--- config.mk ---
export PLATFORM = sky130hd
export DESIGN_NAME = pwm_duty_decoder
export DESIGN_NICKNAME = d
export VERILOG_FILES = /design/src/rtl/pwm_pkg.sv /design/src/rtl/pwm_duty_channel.sv /design/src/rtl/pwm_duty_decoder.sv
export SDC_FILE = /design/constraint.sdc
export NUM_CORES = 1
export LEC_CHECK = 0
export CORE_ASPECT_RATIO = 1.4
export CORE_UTILIZATION = 40
export DETAILED_ROUTE_END_ITERATION = 6
export HOLD_SLACK_MARGIN = 0.15
export PLACE_DENSITY = 0.63
export REMOVE_ABC_BUFFERS = 1
export SYNTH_ARGS = -nofsm -noshare
export SYNTH_HDL_FRONTEND = slang
export SYNTH_SLANG_ARGS = --single-unit
--- constraint.sdc ---
create_clock -name clk -period 2.5 [get_ports clk]
set_clock_uncertainty 0.15 [all_clocks]
set_input_delay 0.5 -clock clk [delete_from_list [all_inputs] [get_ports clk]]
set_output_delay 0.5 -clock clk [all_outputs]
set_load 0.01 [all_outputs]
--- src/rtl/pwm_pkg.sv ---
// Shared constants, FSM encoding and sizing helper for the PWM duty decoder.
package pwm_pkg;

  localparam int unsigned PERIOD  = 8;
  localparam int unsigned DUTY_W  = 3;
  localparam int unsigned TIMEOUT = 16;

  typedef enum logic [1:0] {
    ST_IDLE = 2'd0,
    ST_HIGH = 2'd1,
    ST_LOW  = 2'd2
  } state_e;

  // Counters must hold TIMEOUT itself so a frame that long always times out.
  function automatic int unsigned cnt_width(input int unsigned timeout);
    return $clog2(timeout + 1);
  endfunction

endpackage

--- src/rtl/pwm_duty_channel.sv ---
// One PWM line receiver: frame measurement, duty decode, period and static-line checks.
module pwm_duty_channel #(
  parameter int unsigned PERIOD  = pwm_pkg::PERIOD,
  parameter int unsigned DUTY_W  = pwm_pkg::DUTY_W,
  parameter int unsigned TIMEOUT = pwm_pkg::TIMEOUT
) (
  input  logic              clk,
  input  logic              rst,
  input  logic              pwm,
  output logic [DUTY_W-1:0] duty,
  output logic              valid,
  output logic              frame_err,
  output logic              stuck
);
  import pwm_pkg::*;

  localparam int unsigned   CW      = cnt_width(TIMEOUT);
  localparam logic [CW-1:0] CNT_MAX = '1;
  localparam logic [CW-1:0] TO_VAL  = CW'(TIMEOUT);
  localparam logic [CW-1:0] PER_VAL = CW'(PERIOD);
  localparam logic [CW-1:0] ONE     = CW'(1);

  state_e            state_q, state_d;
  logic              pwm_q;
  logic [CW-1:0]     per_cnt_q, per_cnt_d;
  logic [CW-1:0]     hi_cnt_q, hi_cnt_d;
  logic [CW-1:0]     timer_q, timer_d;
  logic              low_rep_q, low_rep_d;
  logic [DUTY_W-1:0] duty_d;
  logic              valid_d, frame_err_d, stuck_d;
  logic              rise, fall, edge_seen, low_to, high_to;

  assign rise      = pwm & ~pwm_q;
  assign fall      = ~pwm & pwm_q;
  assign edge_seen = rise | fall;
  // An edge in the same cycle as an expiring timer suppresses the timeout.
  assign low_to    = ~edge_seen & (timer_q == TO_VAL) & ~pwm & ~low_rep_q;
  assign high_to   = ~edge_seen & (timer_q == TO_VAL) & pwm;

  always_comb begin
    state_d     = state_q;
    per_cnt_d   = (per_cnt_q == CNT_MAX) ? per_cnt_q : per_cnt_q + ONE;
    hi_cnt_d    = (pwm && hi_cnt_q != CNT_MAX) ? hi_cnt_q + ONE : hi_cnt_q;
    timer_d     = edge_seen ? '0 : ((timer_q == TO_VAL) ? timer_q : timer_q + ONE);
    low_rep_d   = edge_seen ? 1'b0 : low_rep_q;
    duty_d      = duty;
    valid_d     = 1'b0;
    frame_err_d = 1'b0;
    stuck_d     = fall ? 1'b0 : stuck;

    case (state_q)
      ST_IDLE: begin
        if (rise) begin
          state_d   = ST_HIGH;
          per_cnt_d = ONE;
          hi_cnt_d  = ONE;
        end
      end
      ST_HIGH: begin
        if (fall) state_d = ST_LOW;
      end
      ST_LOW: begin
        // Rise closes the frame; the rise cycle is cycle 1 of the next one.
        if (rise) begin
          if (per_cnt_q == PER_VAL) begin
            duty_d  = hi_cnt_q[DUTY_W-1:0];
            valid_d = 1'b1;
          end else begin
            frame_err_d = 1'b1;
          end
          state_d   = ST_HIGH;
          per_cnt_d = ONE;
          hi_cnt_d  = ONE;
        end
      end
      default: state_d = ST_IDLE;
    endcase

    if (low_to) begin
      duty_d    = '0;
      valid_d   = 1'b1;
      low_rep_d = 1'b1;
      state_d   = ST_IDLE;
    end
    if (high_to) begin
      stuck_d = 1'b1;
      state_d = ST_IDLE;
    end
  end

  always_ff @(posedge clk) begin
    if (rst) begin
      state_q   <= ST_IDLE;
      pwm_q     <= 1'b0;
      per_cnt_q <= '0;
      hi_cnt_q  <= '0;
      timer_q   <= '0;
      low_rep_q <= 1'b0;
      duty      <= '0;
      valid     <= 1'b0;
      frame_err <= 1'b0;
      stuck     <= 1'b0;
    end else begin
      state_q   <= state_d;
      pwm_q     <= pwm;
      per_cnt_q <= per_cnt_d;
      hi_cnt_q  <= hi_cnt_d;
      timer_q   <= timer_d;
      low_rep_q <= low_rep_d;
      duty      <= duty_d;
      valid     <= valid_d;
      frame_err <= frame_err_d;
      stuck     <= stuck_d;
    end
  end

endmodule

--- src/rtl/pwm_duty_decoder.sv ---
// Two independent PWM duty receivers for the right and left motor lines.
module pwm_duty_decoder #(
  parameter int unsigned PERIOD  = pwm_pkg::PERIOD,
  parameter int unsigned DUTY_W  = pwm_pkg::DUTY_W,
  parameter int unsigned TIMEOUT = pwm_pkg::TIMEOUT
) (
  input  logic              clk,
  input  logic              rst,
  input  logic              pwm_r,
  input  logic              pwm_l,
  output logic [DUTY_W-1:0] duty_r,
  output logic [DUTY_W-1:0] duty_l,
  output logic              valid_r,
  output logic              valid_l,
  output logic              frame_err_r,
  output logic              frame_err_l,
  output logic              stuck_r,
  output logic              stuck_l
);

  pwm_duty_channel #(.PERIOD(PERIOD), .DUTY_W(DUTY_W), .TIMEOUT(TIMEOUT)) u_ch_r (
    .clk       (clk),
    .rst       (rst),
    .pwm       (pwm_r),
    .duty      (duty_r),
    .valid     (valid_r),
    .frame_err (frame_err_r),
    .stuck     (stuck_r)
  );

  pwm_duty_channel #(.PERIOD(PERIOD), .DUTY_W(DUTY_W), .TIMEOUT(TIMEOUT)) u_ch_l (
    .clk       (clk),
    .rst       (rst),
    .pwm       (pwm_l),
    .duty      (duty_l),
    .valid     (valid_l),
    .frame_err (frame_err_l),
    .stuck     (stuck_l)
  );

endmodule

==> load_flow_metrics.sql <==
INSERT INTO impl_metrics (metric_group, metric, value, unit) VALUES
('sta', 'totalNegativeSetupSlack', '0', 'ps'),
('clock_network', 'cts_tree', 'yes', ''),
('global_routing', 'grt_util_met2', '24.4', '%'),
('global_routing', 'groute.layer.met1.usage', '16.4', '%'),
('power', 'power.density_cell_area', '560', 'nW/um^2'),
('worst_setup_path', 'r2r-start', 'u_ch_r.hi_cnt_q[0]', ''),
('detailed_routing', 'route.final.wire_length', '3.85', 'mm'),
('logic_synthesis', 'post_synth_instance_area', '2270', 'um^2'),
('cells_and_area', 'final_core_util', '46.7', '%'),
('worst_setup_path', 'critical_path_arrival', '2060', 'ps'),
('clock_network', 'h-tree-depth', '2', ''),
('worst_setup_path', 'path_common_cell', 'sky130_fd_sc_hd__ha_1', ''),
('sta', 'setup-violations-final', '0', ''),
('worst_setup_path', 'critPathLaunch', 'u_ch_r.hi_cnt_q[0]', ''),
('cells_and_area', 'final_nets', '273', ''),
('global_routing', 'top_usage_layer', 'met2', ''),
('logic_synthesis', 'post_synth_main_area_contributors', 'sky130_fd_sc_hd__dfxtp_1 44%, sky130_fd_sc_hd__ha_1 8.8%, sky130_fd_sc_hd__nor2_1 5.0%, sky130_fd_sc_hd__xor2_1 3.9%, sky130_fd_sc_hd__a21oi_1 3.5%', ''),
('worst_setup_path', 'critical_path.cell_chain', 'ha_1 -> and3_1 -> ha_1 -> nand2b_1 -> or3_1 -> a21oi_2', ''),
('floorplanning', 'initial_util', '41.4', '%'),
('worst_setup_path', 'worst-setup-path-type', 'register to register', ''),
('detailed_routing', 'routed_wire_length_per_instance', '12.0', 'um'),
('floorplanning', 'floorplan.core_area', '5490', 'um^2'),
('worst_setup_path', 'cp_slowest_cell', 'sky130_fd_sc_hd__or3_1', ''),
('placement', 'buffer_ports.inserted', '15', ''),
('sta', 'slew_violations', '0', ''),
('power', 'irDropWorstVdd', '309', 'uV'),
('worst_setup_path', 'critical_path_peak_fanout', '5', ''),
('power', 'power.net_switching', '0.338', 'mW'),
('worst_hold_path', 'worstHoldStart', 'u_ch_r.duty[1]', ''),
('power', 'power.total', '1.43', 'mW'),
('global_routing', 'global_route_wire_length_before_repair', '6.73', 'mm'),
('sta', 'rsz0062_at_grt', 'no', ''),
('power', 'switching_share', '23.6', '%'),
('worst_setup_path', 'cp.buffers_inverters', '0', ''),
('cells_and_area', 'multiInputGateArea', '1160', 'um^2'),
('global_routing', 'antenna_violations_before_repair', '0', ''),
('detailed_routing', 'drc', '0', ''),
('clock_network', 'clock_latency', '300', 'ps'),
('power', 'power.internal', '1.10', 'mW'),
('detailed_routing', 'via_density', '5.15', ''),
('sta', 'final.min_clock_period', '1970', 'ps'),
('cells_and_area', 'area_delta_synth_final', '12.7', '%'),
('clock_network', 'clock_root_buffer', 'sky130_fd_sc_hd__clkbuf_8', ''),
('global_routing', 'grt_start_max_net_pins', '15', ''),
('clock_network', 'post-cts-setup-buffer-count', '0', ''),
('global_routing', 'grt_overflow', '0', ''),
('power', 'combPwrFrac', '8.4', '%'),
('clock_network', 'cts-resized-gates', '0', ''),
('clock_network', 'cts.path.max_buffers', '2', ''),
('floorplanning', 'io_pins', '16', ''),
('worst_setup_path', 'start_kind', 'register', ''),
('placement', 'dpl.hpwl', '2.87', 'mm'),
('placement', 'place_congestion', '0.758', ''),
('sta', 'relative_slew_slack', '68.4', '%'),
('floorplanning', 'num_rows', '32', ''),
('cells_and_area', 'final.fill_count', '536', ''),
('worst_setup_path', 'critPathCaptureType', 'register', ''),
('worst_hold_path', 'min-delay-path-class', 'register to register', ''),
('global_routing', 'grt.total_usage', '14.2', '%'),
('worst_setup_path', 'cpLargestDelayFamily', 'simple AND/OR/NAND/NOR gates', ''),
('floorplanning', 'die-height', '91.2', 'um'),
('cells_and_area', 'drive_above_1_share', '6.69', '%'),
('floorplanning', 'fp.dieW', '65.7', 'um'),
('logic_synthesis', 'synth-seq-area-share', '44.0', '%'),
('placement', 'dpl_cell_area', '2470', 'um^2'),
('cells_and_area', 'layout.cells.most_common', 'sky130_fd_sc_hd__dfxtp_1', ''),
('power', 'leakage_power', '0.985', 'nW'),
('cells_and_area', 'n_antenna_cell', '0', ''),
('run_status', 'run_status', 'complete, no violations', ''),
('global_routing', 'via_count_of_the_first_global_routing_pass', '1597', ''),
('worst_setup_path', 'critical_path_required', '2590', 'ps');
synth_stat cells:
cell type	instances
sky130_fd_sc_hd__nor2_1	30
sky130_fd_sc_hd__clkbuf_1	2
sky130_fd_sc_hd__buf_1	1
sky130_fd_sc_hd__xnor2_1	8
sky130_fd_sc_hd__nor3_1	4
sky130_fd_sc_hd__mux2i_1	8
sky130_fd_sc_hd__dfxtp_1	50
sky130_fd_sc_hd__a21oi_1	16
sky130_fd_sc_hd__buf_6	4
sky130_fd_sc_hd__nand2_1	2
sky130_fd_sc_hd__a31o_2	2
sky130_fd_sc_hd__and4bb_1	2
sky130_fd_sc_hd__nand3b_1	6
sky130_fd_sc_hd__nand4bb_1	2
sky130_fd_sc_hd__o21a_1	2
sky130_fd_sc_hd__ha_1	16
sky130_fd_sc_hd__xor2_1	10
sky130_fd_sc_hd__and3b_1	2
sky130_fd_sc_hd__nor3b_1	2
sky130_fd_sc_hd__and3_1	2
sky130_fd_sc_hd__buf_2	1
sky130_fd_sc_hd__a31oi_4	1
sky130_fd_sc_hd__a21oi_2	2
sky130_fd_sc_hd__o21ai_0	8
sky130_fd_sc_hd__a21boi_1	1
sky130_fd_sc_hd__or3_1	2
sky130_fd_sc_hd__a31oi_1	3
sky130_fd_sc_hd__nand3_1	14
sky130_fd_sc_hd__nand2b_1	10
sky130_fd_sc_hd__a32oi_1	4
sky130_fd_sc_hd__and4bb_2	2
sky130_fd_sc_hd__nand4_1	2
sky130_fd_sc_hd__a21boi_0	1
sky130_fd_sc_hd__inv_1	14
final cells by class:
class | count | share of cell area (%)
clock buffers | 7 | 3.37
clock inverters | 1 | 0.195
inverters | 14 | 2.05
multi-input cells | 164 | 45.2
flip-flops and latches | 50 | 39.1
well taps | 68 | 3.32
repair buffers | 18 | 6.74
kinds of logic (layout without fill, tap and decap cells):
group | Yosys count | count (layout) | share of synthesized area, %
AOI/OAI and AO/OA | 40 | 40 | 11.4
xor gates and xnor gates | 18 | 18 | 6.93
adders and majority gates | 16 | 16 | 8.81
buffers and inverters | 22 | 40 | 5.01
DFF | 50 | 50 | 44.0
muxes | 8 | 8 | 3.52
and+or+nand+nor | 82 | 82 | 20.3
registers in the layout, summed over array words and instances (netlist names), 2 cells and up:
name	flops
u_ch_l.timer_q	5
u_ch_l.duty	3
u_ch_l.per_cnt_q	5
u_ch_r.state_q	2
u_ch_r.per_cnt_q	5
u_ch_l.hi_cnt_q	5
u_ch_r.duty	3
u_ch_r.hi_cnt_q	5
u_ch_r.timer_q	5
u_ch_l.state_q	2
metrics by stage:
step	setup WS, ps	cells	hold WS, ps
detailed placement	220	314	322
global placement	287	314	320
finish	529	322	329
floorplan	691	228	310
CTS	528	322	336
global route	442	322	362
worst register-to-register path: cells and delay by family (launching register included):
family | cells | cell delay (ps)
fa+ha+maj | 2 | 410
simple gates | 3 | 850
flops | 1 | 360
compound gates | 1 | 140
final timing paths:
check / end / depth (start not counted) / slack [ps]
max reg2reg: u_ch_r.hi_cnt_q[3] / 6 / 530
min reg2reg: u_ch_r.duty[1] / 2 / 330
max: u_ch_r.hi_cnt_q[3] / 6 / 530
min: u_ch_r.duty[1] / 2 / 330
power groups by stage:
stage,clock network [mW],logic [mW],registers [mW]
6_report,0.471,0.120,0.844
5_1_grt,0.519,0.137,0.848
4_1_cts,0.493,0.122,0.844
3_5_place_dp,0,0.121,0.862
3_3_place_gp,0,0.118,0.862
2_1_floorplan,0,0.0850,0.857
layer usage:
| layer | vias to the layer above | part of all wire, % |
|---|---|---|
| li1 | 849 | - |
| met1 | 782 | 45 |
| met2 | 20 | 51 |
| met3 | 7 | 2.6 |
| met4 | 0 | 1.8 |
| met5 | - | 0 |
Note: power is estimated with default switching activity, not from simulation.
